File: src/rtl/hpu_reset_sequencer_pkg.sv
// Shared types and constants for the HPU soft-reset sequencer.
package hpu_reset_sequencer_pkg;

  // Width of a domain index; also the width of err_dom.
  localparam int DOMAIN_IDX_W = 4;

  // Defaults shared with the register-interface top.
  localparam int DEFAULT_HOLD_CYCLES    = 16;
  localparam int DEFAULT_TIMEOUT_CYCLES = 1024;

  typedef enum logic [2:0] {
    ST_IDLE,
    ST_ASSERT,
    ST_HOLD,
    ST_RELEASE,
    ST_DONE
  } seq_state_e;

  // Counter width large enough to hold the larger of the two intervals.
  function automatic int cnt_width(input int hold_cycles, input int timeout_cycles);
    int max_val;
    max_val = (hold_cycles > timeout_cycles) ? hold_cycles : timeout_cycles;
    return $clog2(max_val + 1);
  endfunction

endpackage

File: src/rtl/hpu_reset_sequencer_timer.sv
// Loadable saturating down-counter. expire_o flags the last cycle of a loaded
// interval: after loading N it is high during the Nth cycle following the load.
module hpu_reset_sequencer_timer
  import hpu_reset_sequencer_pkg::*;
#(
  parameter int CNT_W = 11
) (
  input  logic             cfg_clk,
  input  logic             cfg_rst,
  input  logic             start_i,
  input  logic             clear_i,
  input  logic [CNT_W-1:0] load_i,
  output logic             expire_o
);

  logic [CNT_W-1:0] cnt_q;
  logic [CNT_W-1:0] cnt_d;

  // Next count: clear wins, then load, otherwise count down and stick at zero.
  always_comb begin
    cnt_d = cnt_q;
    if (clear_i) begin
      cnt_d = '0;
    end else if (start_i) begin
      cnt_d = load_i;
    end else if (cnt_q != '0) begin
      cnt_d = cnt_q - CNT_W'(1);
    end
  end

  // Counter register.
  always_ff @(posedge cfg_clk or posedge cfg_rst) begin
    if (cfg_rst) begin
      cnt_q <= '0;
    end else begin
      cnt_q <= cnt_d;
    end
  end

  assign expire_o = (cnt_q == CNT_W'(1));

endmodule

File: src/rtl/hpu_reset_sequencer.sv
// HPU soft-reset sequencer: asserts domain resets in order, holds, releases
// them in reverse order with per-ack timeouts, and reports completion.
module hpu_reset_sequencer
  import hpu_reset_sequencer_pkg::*;
#(
  parameter int DOMAIN_NB      = 4,
  parameter int HOLD_CYCLES    = DEFAULT_HOLD_CYCLES,
  parameter int TIMEOUT_CYCLES = DEFAULT_TIMEOUT_CYCLES
) (
  input  logic                    cfg_clk,
  input  logic                    cfg_rst,
  input  logic                    hpu_reset,
  output logic                    hpu_reset_done,
  output logic [DOMAIN_NB-1:0]    dom_rst_req,
  input  logic [DOMAIN_NB-1:0]    dom_rst_ack,
  output logic                    busy,
  output logic                    err_timeout,
  output logic [DOMAIN_IDX_W-1:0] err_dom
);

  if (DOMAIN_NB < 1 || DOMAIN_NB > 16) begin : g_bad_domain_nb
    $fatal(1, "hpu_reset_sequencer: DOMAIN_NB must be in 1..16");
  end

  localparam int                      CNT_W     = cnt_width(HOLD_CYCLES, TIMEOUT_CYCLES);
  localparam logic [CNT_W-1:0]        HOLD_LOAD = CNT_W'(HOLD_CYCLES);
  localparam logic [CNT_W-1:0]        TMO_LOAD  = CNT_W'(TIMEOUT_CYCLES);
  localparam logic [DOMAIN_IDX_W-1:0] LAST_IDX  = DOMAIN_IDX_W'(DOMAIN_NB - 1);

  seq_state_e              state_q, state_d;
  logic [DOMAIN_IDX_W-1:0] idx_q, idx_d;
  logic [DOMAIN_NB-1:0]    req_q, req_d;
  logic                    err_q, err_d;
  logic [DOMAIN_IDX_W-1:0] err_dom_q, err_dom_d;
  logic                    done_q;
  logic                    hpu_reset_q;

  logic                    ack_cur;
  logic                    timed_out;
  logic                    set_en;
  logic                    clr_en;
  logic [DOMAIN_IDX_W-1:0] bit_idx;
  logic                    tmr_start;
  logic                    tmr_clear;
  logic [CNT_W-1:0]        tmr_load;
  logic                    tmr_expire;

  // One timer serves both the HOLD interval and every ack-wait timeout.
  hpu_reset_sequencer_timer #(
    .CNT_W (CNT_W)
  ) u_timer (
    .cfg_clk  (cfg_clk),
    .cfg_rst  (cfg_rst),
    .start_i  (tmr_start),
    .clear_i  (tmr_clear),
    .load_i   (tmr_load),
    .expire_o (tmr_expire)
  );

  // Select the ack of the domain currently being waited on.
  always_comb begin
    ack_cur = 1'b0;
    for (int j = 0; j < DOMAIN_NB; j++) begin
      if (idx_q == DOMAIN_IDX_W'(j)) begin
        ack_cur = dom_rst_ack[j];
      end
    end
  end

  // Sequencing FSM: next state, domain index, request vector and error capture.
  always_comb begin
    state_d   = state_q;
    idx_d     = idx_q;
    req_d     = req_q;
    err_d     = err_q;
    err_dom_d = err_dom_q;
    timed_out = 1'b0;
    set_en    = 1'b0;
    clr_en    = 1'b0;
    bit_idx   = idx_q;
    tmr_start = 1'b0;
    tmr_clear = 1'b0;
    tmr_load  = TMO_LOAD;

    case (state_q)
      ST_IDLE: begin
        // Only a fresh low-to-high level change starts a sequence.
        if (hpu_reset && !hpu_reset_q) begin
          state_d   = ST_ASSERT;
          idx_d     = '0;
          err_d     = 1'b0;
          err_dom_d = '0;
          set_en    = 1'b1;
          bit_idx   = '0;
          tmr_start = 1'b1;
        end
      end
      ST_ASSERT: begin
        if (ack_cur || tmr_expire) begin
          timed_out = !ack_cur;
          tmr_start = 1'b1;
          if (idx_q != LAST_IDX) begin
            idx_d   = idx_q + DOMAIN_IDX_W'(1);
            set_en  = 1'b1;
            bit_idx = idx_q + DOMAIN_IDX_W'(1);
          end else begin
            state_d  = ST_HOLD;
            tmr_load = HOLD_LOAD;
          end
        end
      end
      ST_HOLD: begin
        if (tmr_expire) begin
          state_d   = ST_RELEASE;
          idx_d     = LAST_IDX;
          clr_en    = 1'b1;
          bit_idx   = LAST_IDX;
          tmr_start = 1'b1;
        end
      end
      ST_RELEASE: begin
        if (!ack_cur || tmr_expire) begin
          timed_out = ack_cur;
          if (idx_q != '0) begin
            idx_d     = idx_q - DOMAIN_IDX_W'(1);
            clr_en    = 1'b1;
            bit_idx   = idx_q - DOMAIN_IDX_W'(1);
            tmr_start = 1'b1;
          end else begin
            state_d   = ST_DONE;
            tmr_clear = 1'b1;
          end
        end
      end
      ST_DONE: begin
        // Leave once the register bank has dropped its request.
        if (!hpu_reset) begin
          state_d = ST_IDLE;
          idx_d   = '0;
        end
      end
      default: begin
        state_d = ST_IDLE;
      end
    endcase

    // Only the first timeout of a sequence is recorded.
    if (timed_out && !err_q) begin
      err_d     = 1'b1;
      err_dom_d = idx_q;
    end

    for (int j = 0; j < DOMAIN_NB; j++) begin
      if (bit_idx == DOMAIN_IDX_W'(j)) begin
        if (set_en) begin
          req_d[j] = 1'b1;
        end
        if (clr_en) begin
          req_d[j] = 1'b0;
        end
      end
    end
  end

  // State, request vector, error and completion registers.
  always_ff @(posedge cfg_clk or posedge cfg_rst) begin
    if (cfg_rst) begin
      state_q     <= ST_IDLE;
      idx_q       <= '0;
      req_q       <= '0;
      err_q       <= 1'b0;
      err_dom_q   <= '0;
      done_q      <= 1'b0;
      hpu_reset_q <= 1'b0;
    end else begin
      state_q     <= state_d;
      idx_q       <= idx_d;
      req_q       <= req_d;
      err_q       <= err_d;
      err_dom_q   <= err_dom_d;
      done_q      <= (state_d == ST_DONE);
      hpu_reset_q <= hpu_reset;
    end
  end

  assign hpu_reset_done = done_q;
  assign dom_rst_req    = req_q;
  assign busy           = (state_q != ST_IDLE);
  assign err_timeout    = err_q;
  assign err_dom        = err_dom_q;

endmodule
File: config.mk
export PLATFORM = sky130hd
export DESIGN_NAME = hpu_reset_sequencer
export DESIGN_NICKNAME = d
export VERILOG_FILES = /design/src/rtl/hpu_reset_sequencer_pkg.sv /design/src/rtl/hpu_reset_sequencer_timer.sv /design/src/rtl/hpu_reset_sequencer.sv
export SDC_FILE = /design/constraint.sdc
export NUM_CORES = 1
export LEC_CHECK = 0
export CAP_MARGIN = 25
export CORE_MARGIN = 2
export CORE_UTILIZATION = 60
export CTS_BUF_LIST = sky130_fd_sc_hd__clkbuf_8
export DETAILED_ROUTE_END_ITERATION = 12
export HOLD_SLACK_MARGIN = 0.12
export PLACE_DENSITY = 0.88
export SKIP_CTS_REPAIR_TIMING = 1
export SLEW_MARGIN = 20
export SYNTH_ARGS = -nofsm -noshare
export SYNTH_HDL_FRONTEND = slang
export SYNTH_SLANG_ARGS = --single-unit
File: constraint.sdc
create_clock -name cfg_clk -period 3.5 [get_ports cfg_clk]
set_input_delay 0.7 -clock cfg_clk [delete_from_list [all_inputs] [get_ports cfg_clk]]
set_output_delay 0.7 -clock cfg_clk [all_outputs]
set_load 0.005 [all_outputs]
* Word level (Yosys, flattened, before mapping)
Cells that the tools add are included.
** Word-level totals
- Input port bits :: 7
- Output and inout port bits :: 11
- Bits in registers :: 29
** Cells by class
- Equal/unequal tests :: 14
- Add/sub/neg operators :: 3
- Multiplexer cells :: 51
- Reduce and logical (&&, ||, !) cells :: 24
** Operator list (count)
- $mux 11 :: 6
- $mux 4 :: 10
- $mux 1 :: 21
- $mux 3 :: 7
- $pmux 4 s5 :: 1
- $eq 4x2->1 const B :: 4
- $pmux 4 s4 :: 1
- $pmux 3 s5 :: 1
- $reduce_and 2->1 :: 6
- $eq 11x1->1 const B :: 1
- $reduce_bool 11->1 :: 1
- $sub 11x1->11 const B :: 1
- $eq 4x1->1 const B :: 2
- $logic_not 4->1 :: 2
- $eq 3x2->1 const B :: 2
- $eq 3x3->1 const B :: 2
- $pmux 1 s2 :: 3
- $reduce_bool 2->1 :: 3
- $reduce_bool 3->1 :: 2
- $reduce_bool 5->1 :: 1
- $add 4x1->4 const B :: 1
- $ne 4x2->1 const B :: 1
- $pmux 1 s4 :: 1
- $reduce_bool 4->1 :: 1
- 7 further kinds :: 11

* Depth between registers and ports, before layout
- Depth in word-level cells :: 12
- Gate-level depth with buffers :: 11
- Depth with buffers taken out :: 9

* By module
A second synthesis with hierarchy kept.
** Second synthesis, totals
- Cells, all modules :: 240
- Area total of the unflattened synthesis :: 2230.9 µm²
** Modules (own cells, without submodules)
- hpu_reset_sequencer :: sequential area each 450.4 µm², area each 1517.7 µm², cells an instance 165, times used 1
- hpu_reset_sequencer_timer :: sequential area each 275.3 µm², area each 713.2 µm², cells an instance 75, times used 1

* Least setup slack after synthesis
OpenSTA, ideal clock, no wires.
- Kind :: flip-flop to flip-flop
- From :: reg idx_q[1]
- To :: reg req_q[0], in the netlist dom_rst_req[0]
- Slack :: 0.840 ns
- Buffers on the path :: 1
- Data required time :: 3.373 ns
- Cell stages (with the launch flop) :: 11
- Arrival time :: 2.533 ns
- Setup time :: 0.127 ns
- Cell sequence :: dfrtp_1 > clkbuf_1 > inv_1 > ha_1 > nand3b_1 > a211o_4 > a21oi_4 > o311ai_2 > nor4_2 > nand3_1 > mux2_1
** Between the ends
- Longest elaborated chain between the ends :: 11
** RTL lines
- start, declared :: RTL line hpu_reset_sequencer.sv:31 : logic [DOMAIN_IDX_W-1:0] idx_q, idx_d;
- start signal, assigned :: RTL line hpu_reset_sequencer.sv:177 : idx_q <= idx_d;
- $logic_not 4->1 :: RTL line hpu_reset_sequencer.sv:64 : if (idx_q == DOMAIN_IDX_W'(j)) begin
- $mux 1 (4 in a row) :: RTL line hpu_reset_sequencer.sv:64
- $logic_not 1->1 :: RTL line hpu_reset_sequencer.sv:122 : if (!ack_cur || tmr_expire) begin
- $logic_or 1x1->1 :: RTL line hpu_reset_sequencer.sv:122
- $mux 4 / $mux 1 (equally long branches)
- $pmux 4 s4 / $pmux 1 s2 (equally long branches) :: RTL line hpu_reset_sequencer.sv:85 : case (state_q)
- $logic_not 4->1 / $reduce_bool 2->1 (equally long branches)
- $reduce_and 2->1 (no source line)
- end signal, assigned :: RTL line hpu_reset_sequencer.sv:178 : req_q <= req_d;
- end, declared :: RTL line hpu_reset_sequencer.sv:32 : logic [DOMAIN_NB-1:0] req_q, req_d;
Several ways; a longest one is shown, not always the timed one.
A chain may end at the register's enable or synchronous reset.

* Final worst setup path
Same ends and word-level chain as after synthesis.

==> key figures <==
Synth
  – Synth async-reset ratio: 1.00
  – Synth Area in Adders: 0.0493
  – Synth Area in Compound Gates: 0.200
  – Synth Net Count: 240
  – Yosys top cell area share: 0.358
  – Avg Cell Area, Syn: 9.02 um^2
  – Mapped cell area: 2030 um^2
  – Register bit total from synthesis: 29
  – Cells after Synth: 225
  – Synth area leaders: dfrtp_1 (36%), ha_1 (4.9%), nand2_1 (4.6%)
  – Register area share after synthesis: 0.358
  – YS warnings: 0
  – Dominant synthesized flop cell: dfrtp_1
  – Largest family of logic cells by synthesized area: simple AND/OR/NAND/NOR gates
  – Mux cell area share after synthesis: 0.0296
  – Post-synthesis simple-gate area fraction: 0.288
  – Post-synth EDFFs: 0
  – Synth Area in XOR/XNOR: 0.0388
  – Synth area leader: dfrtp_1
  – Post-synth cell types: 62

STA
  – Slew Viols, Final: 0
  – Least-Margin Pin Slew: 637 ps
  – RSZ-0062 raised after global routing: no
  – Fin. Hold Viols: 0
  – Final setup violation count: 0
  – Min Tclk post-route: 2920 ps
  – Max_slew headroom: 0.575
  – Setup TNS: 0 ps
  – Worst Skew: 9.28 ps
  – Final period utilization: 0.834
  – Max Freq: 342 MHz

Placement
  – I/O Buffers: 17
  – Final HPWL DP: 3.44 mm
  – GP Congestion: 1.02

Clock tree
  – Clock Tree Buf Depth: 2
  – Htree depth: 2
  – CTS root buf: clkbuf_8
  – CTS Sinks: 29
  – Clock tree from TritonCTS: built
  – Clock insertion delay at the later pin of the skew report: 290 ps
  – CTS Buf Count: 5
  – Reg clk slew, reported paths: 60 ps

Critical path
  – Crit-path max FO: 10
  – Critical Path Start: idx_q[1]$_DFFE_PP0P_
  – CP Class: reg -> reg
  – CP Launch Type: register
  – R2r worst-path depth: 9
  – Crit Reg-Reg Startpoint: idx_q[1]$_DFFE_PP0P_
  – CP arrival: 3080 ps
  – Worst endpoint required time: 3660 ps
  – Crit end category: register

Global routing
  – Tot GR Track Use: 0.274
  – First-pass GRT wire length: 8.20 mm
  – Vias in the first global route: 1,727
  – Overflow after GRT: 0
  – Initial antenna violation count: 0
  – Largest net degree at the start of global routing: 30

Finish
  – Commonest non-fill, non-tap cells in the layout: dfrtp_1 (29), nand2_1 (25), nor2_1 (24)
  – Fillers: 257
  – Commonest non-fill, non-tap cell in the layout: dfrtp_1
  – Diodes inserted: 0
  – Share of cells above drive strength 1: 0.126
  – Nets@finish: 254
  – Area grow syn2layout: 13.4%

Drt
  – Drt first pass iters: 7
  – Via count: 1,787
  – DRT iter0 DRCs: 144
  – Total wire length: 4.82 mm
  – WL/cell: 16.9 um
  – DRT antenna net count: 0
  – Vias per cell: 6.27
  – Residual DRC: 0

Status
  – Status: finished clean

Pwr
  – Leak: 0.962 nW
  – Tot Pwr: 2.32 mW
  – P per Cell Area: 1010 nW/um^2
  – Worst VDD drop: 0.462 mV

Die
  – Initial Util: 0.618
  – Io pins: 18
  – Die Width: 62.2 um
  – Num rows: 21
  – Core box area: 3280 um^2
  – Die Y: 62.2 um
  – Die ar.: 3860 um^2

Worst hold path
  – Hold/Removal Path Class: reg -> reg
  – Hold Path Depth: 1
  – Hold_sp: dom_rst_req[1]$_DFFE_PP0P_

Flow run
  – Max-cap viol count: 0
==> cell families (layout without fill, tap and decap cells) <==
family          after synthesis  after routing
compound gates               49             49
xor+xnor                      9              9
fa+ha+maj                     8              8
buf+inv                      18             32
flops                        29             29
mux                           5              5
simple gates                107            107
==> synth_stat cells (3+ instances only) <==
| cell type | n |
|---|---|
| nor3b_1 | 6 |
| and3_1 | 3 |
| o211ai_1 | 3 |
| xnor2_1 | 6 |
| clkbuf_1 | 7 |
| mux2_1 | 3 |
| nand2_1 | 25 |
| nor2_1 | 24 |
| xor2_1 | 3 |
| o21ai_1 | 3 |
| inv_1 | 7 |
| nor3_1 | 4 |
| ha_1 | 8 |
| nand2b_1 | 4 |
| a21oi_1 | 9 |
| buf_2 | 3 |
| nand3b_1 | 3 |
| o21ai_0 | 8 |
| nand4_1 | 6 |
| dfrtp_1 | 29 |
| nand3_1 | 13 |
| or3_1 | 4 |
==> sequential cells by signal, indices dropped and copies added (netlist names) <==
register / count
hpu_reset_done: 1
dom_rst_req: 4
hpu_reset_q: 1
idx_q: 4
err_dom: 4
u_timer.cnt_q: 11
state_q: 3
err_timeout: 1
==> where the power goes <==
part | internal (mW) | switching (mW)
combinational | 0.609 | 0.784
sequential | 0.466 | 0.187
clock | 0.152 | 0.121
==> path summary, 6_finish.rpt <==
kind	endpoint	slack [ps]
setup / recovery	dom_rst_req[0]$_DFFE_PP0P_	580
hold / removal	dom_rst_req[1]$_DFFE_PP0P_	490
setup reg to reg	dom_rst_req[0]$_DFFE_PP0P_	580
hold reg to reg	dom_rst_req[1]$_DFFE_PP0P_	490
max in group asynchronous	dom_rst_req[1]$_DFFE_PP0P_	2420
min in group asynchronous	hpu_reset_done$_DFF_PP0_	800
==> stage by stage <==
stage,cell area [um^2],worst slack [ps],util,instances,hold slack (ps)
6_report,2300,580,0.701,285,493
5_1_grt,2300,362,0.701,285,520
4_1_cts,2300,595,0.701,285,499
3_5_place_dp,2220,505,0.675,278,487
3_3_place_gp,2220,608,0.675,278,471
2_1_floorplan,2030,840,-,225,485
==> worst max-delay path, cell delays in order (launching register included) <==
cell and delay [ps]:
dfrtp_1 560, inv_1 180, ha_1 230, nand3b_1 210, a211o_4 390, a21oi_4 220
o311ai_1 190, nor4_2 340, nand3_1 130, mux2_1 330
==> metal layers <==
layer  GRT usage  wire length, um  part of all wire  vias to the layer above
met1       0.331             1870              0.39                      824
met4       0.119              106             0.022                        0
met2       0.470             2430              0.50                      106
met3      0.0634              419             0.087                       12
met5           0                0                 0                        -
li1            -                -                 -                      845
==> final cells by class <==
cell class | instances | area [um^2] | share of cell area
clock buffer | 6 | 82.6 | 0.0359
clock inverter | 1 | 3.75 | 0.00163
inverter | 7 | 26.3 | 0.0114
multi-input combinational | 178 | 1230 | 0.534
sequential | 29 | 726 | 0.315
tap | 46 | 57.6 | 0.0250
timing repair buffer | 18 | 178 | 0.0772
Note: power is estimated with default switching activity, not from simulation.
